File: config.mk
export PLATFORM = sky130hd
export DESIGN_NAME = decoder_pipe_flat
export DESIGN_NICKNAME = d
export VERILOG_FILES = /design/src/rtl/decoder_pkg.sv /design/src/rtl/decoder_pipe_if.sv /design/src/rtl/decoder_pipe_core.sv /design/src/rtl/decoder_pipe.sv /design/src/flat_wrapper.sv
export SDC_FILE = /design/constraint.sdc
export NUM_CORES = 1
export LEC_CHECK = 0
export BUFFER_PORTS_ARGS = -buffer_cell sky130_fd_sc_hd__buf_4
export CAP_MARGIN = 20
export CORE_UTILIZATION = 51
export CTS_BUF_LIST = sky130_fd_sc_hd__clkbuf_4
export DETAILED_ROUTE_END_ITERATION = 6
export HOLD_SLACK_MARGIN = 0.08
export PLACE_DENSITY = 0.82
export SLEW_MARGIN = 20
export SYNTH_ARGS = -nofsm -noshare
export SYNTH_HDL_FRONTEND = slang
export SYNTH_SLANG_ARGS = --single-unit
export TNS_END_PERCENT = 30
File: constraint.sdc
create_clock -name clk -period 1.35 [get_ports clk]
set_input_delay 0 -clock clk [delete_from_list [all_inputs] [get_ports clk]]
set_output_delay 0 -clock clk [all_outputs]
set_load 0.01 [all_outputs]
File: src/rtl/decoder_pkg.sv
// Shared types for the pipelined code decoder: command modes and output FSM states.
package decoder_pkg;

  typedef enum logic [1:0] {
    MODE_ONEHOT = 2'b00,
    MODE_THERMO = 2'b01,
    MODE_SWEEP  = 2'b10,
    MODE_RSVD   = 2'b11
  } mode_e;

  typedef enum logic [1:0] {
    IDLE  = 2'd0,
    HOLD  = 2'd1,
    SWEEP = 2'd2
  } state_e;

endpackage

File: src/rtl/decoder_pipe_if.sv
// Command and beat handshake bundle between a code issuer and the decoder.
interface decoder_pipe_if #(
  parameter int IN_W    = 3,
  parameter int NUM_OUT = 8
);
  logic               in_valid;
  logic               in_ready;
  logic [IN_W-1:0]    in_code;
  logic [1:0]         in_mode;
  logic               out_valid;
  logic               out_ready;
  logic [NUM_OUT-1:0] out_vec;
  logic               out_err;
  logic               out_last;
  logic               busy;

  modport master (
    output in_valid, in_code, in_mode, out_ready,
    input  in_ready, out_valid, out_vec, out_err, out_last, busy
  );

  modport slave (
    input  in_valid, in_code, in_mode, out_ready,
    output in_ready, out_valid, out_vec, out_err, out_last, busy
  );
endinterface

File: src/rtl/decoder_pipe_core.sv
// Combinational code-to-vector decode; illegal codes/modes yield a zero vector with err set.
module decoder_core
  import decoder_pkg::*;
#(
  parameter int IN_W      = 3,
  parameter int NUM_OUT   = 8,
  parameter bit THERMO_EN = 1'b1
) (
  input  logic [IN_W-1:0]    code_i,
  input  mode_e              mode_i,
  output logic [NUM_OUT-1:0] vec_o,
  output logic               err_o
);

  // Error check takes priority over any mode decoding.
  always_comb begin
    vec_o = '0;
    err_o = 1'b0;
    if ((32'(code_i) >= 32'(NUM_OUT)) || (mode_i == MODE_RSVD) ||
        ((mode_i == MODE_THERMO) && !THERMO_EN)) begin
      err_o = 1'b1;
    end else begin
      for (int i = 0; i < NUM_OUT; i++) begin
        if (mode_i == MODE_THERMO) vec_o[i] = (32'(i) <= 32'(code_i));
        else                       vec_o[i] = (32'(i) == 32'(code_i));
      end
    end
  end

endmodule

File: src/rtl/decoder_pipe.sv
// Registered decoder with valid/ready on both sides and multi-beat one-hot sweep.
//
// state | meaning
// IDLE  | no beat presented (out_valid=0)
// HOLD  | single or final sweep beat presented
// SWEEP | non-final sweep beat presented, more beats follow
module decoder_pipe
  import decoder_pkg::*;
#(
  parameter int IN_W      = 3,
  parameter int NUM_OUT   = 8,
  parameter bit THERMO_EN = 1'b1
) (
  input logic           clk,
  input logic           rst,
  decoder_pipe_if.slave bus
);

  state_e             state_q, state_d;
  logic [IN_W-1:0]    cnt_q, cnt_d;
  logic [IN_W-1:0]    k_q, k_d;
  logic [NUM_OUT-1:0] vec_q, vec_d;
  logic               err_q, err_d;
  logic               last_q, last_d;

  logic               out_valid, busy, accept, xfer;
  logic [IN_W-1:0]    cnt_inc, sweep_code;
  logic [NUM_OUT-1:0] cmd_vec, sweep_vec;
  logic               cmd_err, sweep_err;
  mode_e              cmd_mode;

  assign cmd_mode   = mode_e'(bus.in_mode);
  assign out_valid  = (state_q != IDLE);
  assign busy       = (state_q == SWEEP);
  assign bus.in_ready = !rst && !busy && (!out_valid || bus.out_ready);
  assign accept     = bus.in_valid && bus.in_ready;
  assign xfer       = out_valid && bus.out_ready;

  // A new sweep starts at beat 0; inside a sweep the next beat index is loaded.
  assign cnt_inc    = cnt_q + IN_W'(1);
  assign sweep_code = (state_q == SWEEP) ? cnt_inc : '0;

  decoder_core #(.IN_W(IN_W), .NUM_OUT(NUM_OUT), .THERMO_EN(THERMO_EN)) u_cmd (
    .code_i (bus.in_code),
    .mode_i (cmd_mode),
    .vec_o  (cmd_vec),
    .err_o  (cmd_err)
  );

  decoder_core #(.IN_W(IN_W), .NUM_OUT(NUM_OUT), .THERMO_EN(THERMO_EN)) u_sweep (
    .code_i (sweep_code),
    .mode_i (MODE_ONEHOT),
    .vec_o  (sweep_vec),
    .err_o  (sweep_err)
  );

  // Next-state and next-beat selection; everything holds while stalled.
  always_comb begin
    state_d = state_q;
    cnt_d   = cnt_q;
    k_d     = k_q;
    vec_d   = vec_q;
    err_d   = err_q;
    last_d  = last_q;
    case (state_q)
      SWEEP: begin
        if (xfer) begin
          cnt_d   = cnt_inc;
          vec_d   = sweep_vec;
          err_d   = sweep_err;
          last_d  = (cnt_inc == k_q);
          state_d = last_d ? HOLD : SWEEP;
        end
      end
      default: begin
        if (accept) begin
          if (!cmd_err && (cmd_mode == MODE_SWEEP) && (bus.in_code != '0)) begin
            cnt_d   = '0;
            k_d     = bus.in_code;
            vec_d   = sweep_vec;
            err_d   = sweep_err;
            last_d  = 1'b0;
            state_d = SWEEP;
          end else begin
            vec_d   = cmd_vec;
            err_d   = cmd_err;
            last_d  = 1'b1;
            state_d = HOLD;
          end
        end else if (xfer) begin
          state_d = IDLE;
        end
      end
    endcase
  end

  // Output register, FSM and sweep counter with synchronous reset.
  always_ff @(posedge clk) begin
    if (rst) begin
      state_q <= IDLE;
      cnt_q   <= '0;
      k_q     <= '0;
      vec_q   <= '0;
      err_q   <= 1'b0;
      last_q  <= 1'b0;
    end else begin
      state_q <= state_d;
      cnt_q   <= cnt_d;
      k_q     <= k_d;
      vec_q   <= vec_d;
      err_q   <= err_d;
      last_q  <= last_d;
    end
  end

  assign bus.out_valid = out_valid;
  assign bus.out_vec   = vec_q;
  assign bus.out_err   = err_q;
  assign bus.out_last  = last_q;
  assign bus.busy      = busy;

endmodule
File: src/flat_wrapper.sv
// flat-port wrapper written by rule: the top's interface ports become plain ports
module decoder_pipe_flat import decoder_pkg::*;
#(
  parameter int IN_W      = 3,
  parameter int NUM_OUT   = 8,
  parameter bit THERMO_EN = 1'b1
)
  (clk, rst, bus_in_valid, bus_in_code, bus_in_mode, bus_out_ready, bus_in_ready, bus_out_valid, bus_out_vec, bus_out_err, bus_out_last, bus_busy);
  decoder_pipe_if #(.IN_W(IN_W), .NUM_OUT(NUM_OUT)) bus_i ();
  input logic clk;
  input logic rst;
  input wire logic [$bits(bus_i.in_valid)-1:0] bus_in_valid;
  input wire logic [$bits(bus_i.in_code)-1:0] bus_in_code;
  input wire logic [$bits(bus_i.in_mode)-1:0] bus_in_mode;
  input wire logic [$bits(bus_i.out_ready)-1:0] bus_out_ready;
  output wire logic [$bits(bus_i.in_ready)-1:0] bus_in_ready;
  output wire logic [$bits(bus_i.out_valid)-1:0] bus_out_valid;
  output wire logic [$bits(bus_i.out_vec)-1:0] bus_out_vec;
  output wire logic [$bits(bus_i.out_err)-1:0] bus_out_err;
  output wire logic [$bits(bus_i.out_last)-1:0] bus_out_last;
  output wire logic [$bits(bus_i.busy)-1:0] bus_busy;
  assign bus_i.in_valid = bus_in_valid;
  assign bus_i.in_code = bus_in_code;
  assign bus_i.in_mode = bus_in_mode;
  assign bus_i.out_ready = bus_out_ready;
  assign bus_in_ready = bus_i.in_ready;
  assign bus_out_valid = bus_i.out_valid;
  assign bus_out_vec = bus_i.out_vec;
  assign bus_out_err = bus_i.out_err;
  assign bus_out_last = bus_i.out_last;
  assign bus_busy = bus_i.busy;
  decoder_pipe #(.IN_W(IN_W), .NUM_OUT(NUM_OUT), .THERMO_EN(THERMO_EN)) u_core (.clk(clk), .rst(rst), .bus(bus_i));
endmodule
==> summary.md <==
| Metric | Value |
|---|---|
| CP top delay family | `simple AND/OR/NAND/NOR gates` |
| Area of the multi-input gates | `846 sq um` |
| CTS Sinks | `18` |
| # port buffers | `21` |
| Num CTS Buffers | `3` |
| Clk pin slew, worst setup/hold paths | `between 0.1 and 0.15 ns` |
| Antenna diodes | `0` |
| Fmax | `roughly 640 MHz` |
| Routed vias | `1,330` |
| Initial Utilization | `0.561` |
| Switch share | `0.333` |
| Tightest Pin Transition | `0.481 ns` |
| Register Area | `around 360 sq um` |
| Min-Delay Startpoint | `bus_in_code[2]` |
| Reg-to-Reg Start | `u_core.state_q[1]` |
| Fin crit share | `1.16` |
| Vias in the first global route | `around 1,300` |
| Peak supply drop | `about 0.75 mV` |
| Synth Instances | `136` |
| Rel. slew slack | `0.677` |
| Gr usage total | `0.332` |
| Die ar. | `roughly 2400 sq um` |
| Synth Flop Type | `dfxtp_1` |
| Ys Warns | `0` |
| Avg Inst Size Synth | `approximately 8.4 sq um` |
| Final-report setup violation count | `19` |
| Setup WS post-layout | `-0.214 ns` |
| Synth cell types | `43` |
| Syn nets | `146` |
| Worst-Skew Late Latency | `roughly 0.29 ns` |
| Post-synth EDFFs | `0` |
| Largest net degree at the start of global routing | `14` |
| Critical Path RT | `between 1.5 and 2 ns` |
| Row count | `16` |
| Flops & latches, synth | `18` |
| RePlAce Congestion | `1.00` |
| Worst clock skew | `around 0.0015 ns` |
| CP arrival | `between 1.5 and 2 ns` |
| Avg WL per Cell | `19.8 um` |
| Most common cell after layout, fill and taps aside | `buf_4` |
| First-pass iteration count of the detailed router | `6` |
| Critical path's slowest cell | `or4b_4` |
| Final min period | `1.56 ns` |
| Global route total overflow | `0` |
| CTS Root Cell | `clkbuf_4` |
| DRC Markers | `0` |
| Post-synthesis sequential area ratio | `0.314` |
| Area growth syn-to-layout | `51.7%` |
| Fin nets | `191` |
| NetSw | `between 400 and 500 uW` |
| Power share of the combinational group | `0.344` |
| Unrepaired setup endpoints after global routing | `yes` |
| Synthesized area | `around 1100 sq um` |
| Initial DRC Count | `between 70 and 80` |
| Core area | `slightly above 2000 sq um` |
| Die Wd | `just under 50 um` |
| Vias/cell | `~6.4` |
| WS Path Type | `reg2reg` |
| Initial antenna violation count | `0` |
| Hold_ws | `approximately 0.09 ns` |
| Critical path startpoint | `u_core.state_q[1]` |
| Asr flop ratio synth | `0` |
| Cells along the critical path | `or4b_4 -> o221a_4 -> buf_6 -> a211oi_1` |
| Critical Path Max Stage Delay | `roughly 0.54 ns` |
| Layout cell share with drive strength beyond 1 | `0.450` |
| TritonCTS clock tree | `done` |
| Total negative setup slack | `-2.61 ns` |
| DP HPWL | `roughly 2.1 mm` |
| Crit path buf inv count | `1` |
| Ports | `22` |
| Most frequent cells in the layout | `buf_4, dfxtp_1, inv_1` |
| Final hold viol count | `0` |
| Filler instances | `110` |
| H-tree Lvls | `1` |
| Power per cell area | `770 nW/um^2` |
| Number of max-cap violations | `0` |
| Max Root-Sink Buffers | `2` |
| Yosys top cell area share | `0.314` |
| Die Ht | `49.4 um` |
| Failing checks | `negative setup slack` |
| Pins Over Slew Limit | `0` |
| Drt total wl | `about 4 mm` |
| Top post-synthesis cells by area | `dfxtp_1, a211oi_1, a21oi_1` |
| Post-synth top area cell | `dfxtp_1` |
| Crit path max fanout | `8` |
| Routed Antenna Nets | `0` |
| P_int | `slightly below 900 uW` |
| Clock Power Share | `0.216` |
| CP Capture Type | `flip-flop` |
| Startpoint types | `flip-flop` |
| Sequential Power Share | `0.440` |
| First-pass GRT wire length | `6.09 mm` |
| Outcome | `complete, but fails checks` |
| R2r setup slk | `-0.21 ns` |
| HP Class | `in2reg` |
| Lkg Pwr | `approximately 0.65 nW` |
[flip-flops by register name, indices dropped and copies added (netlist names)]
signal / count
u_core.bus.out_vec: 8
u_core.cnt_q: 3
u_core.k_q: 3
u_core.state_q: 2
u_core.bus.out_err: 1
u_core.bus.out_last: 1
[repair_timing]
item	4_1_cts	5_1_grt
hold endpoints to repair	7	0
endpoints found under the setup margin	20	20
pin swaps	12	1
buffers inserted	1	0
resized for setup	28	8
hold buffers	8	0
cloned	1	0
[worst paths after layout]
| kind | endpoint | depth (start not counted) |
|---|---|---|
| max | u_core.bus.out_vec[2] | 4 |
| min | u_core.bus.out_vec[6] | 3 |
| max reg2reg | u_core.bus.out_vec[2] | 4 |
| min reg2reg | u_core.bus.out_vec[0] | 2 |
[kinds of logic (layout without fill, tap and decap cells)]
logic type | Yosys count | count (layout) | synth area share
simple gates | 46 | 46 | 0.222
xor+xnor | 5 | 5 | 0.0513
flops | 18 | 18 | 0.314
fa+ha+maj | 1 | 1 | 0.0109
buf+inv | 23 | 66 | 0.0972
compound gates | 40 | 41 | 0.278
mux | 3 | 3 | 0.0262
[per-stage QoR]
stage	instances	instance area, sq um	total power, mW	util	setup WS [ns]
2_1_floorplan	136	1160	0.808	-	-0.149
3_3_place_gp	193	1440	0.937	0.705	-0.192
3_5_place_dp	193	1440	0.948	0.705	-0.229
4_1_cts	207	1690	1.29	0.827	-0.184
5_1_grt	207	1740	1.40	0.852	-0.257
6_report	207	1740	1.34	0.852	-0.214
[cell usage after synthesis, types with 2 or more instances]
library cell and instances:
o21ai_0 6, a211oi_1 10, nand2_1 6, clkbuf_1 5
inv_1 10, xor2_1 2, or3_1 3, xnor2_1 2
dfxtp_1 18, nor4_1 2, nand2b_1 5, nor3_1 9
mux2i_1 3, nor2_1 9, a221oi_2 3, nand3_1 2
a32oi_1 2, buf_2 2, nor4b_1 4, a21oi_1 10
[final cells by class]
cell class              instances  area share
clock buffers                   3      0.0129
clock inverters                 1     0.00216
inverters                      11      0.0252
multi-input cells              96       0.486
flip-flops and latches         18       0.209
well taps                      27      0.0194
repair buffers                 51       0.245
[per-layer routing]
metal  part of all wire  GRT usage  vias up
li1                   -          -      590
met1               0.38      0.405      630
met2               0.48      0.578       90
met3              0.088     0.0561       20
met4              0.046      0.129        0
met5                  0          0        -
[power by group through the flow]
stage | clock network [mW] | registers [mW] | logic [mW]
6_report | 0.289 | 0.589 | 0.460
5_1_grt | 0.320 | 0.593 | 0.484
4_1_cts | 0.287 | 0.586 | 0.419
3_5_place_dp | 0 | 0.597 | 0.351
3_3_place_gp | 0 | 0.595 | 0.342
2_1_floorplan | 0 | 0.610 | 0.198
[worst register-to-register path, stage by stage (launching register included)]
cell and delay (ns):
dfxtp_2 0.36, or4b_4 0.55, o221a_4 0.19, buf_6 0.15, a211oi_1 0.23
Note: power is estimated with default switching activity, not from simulation.
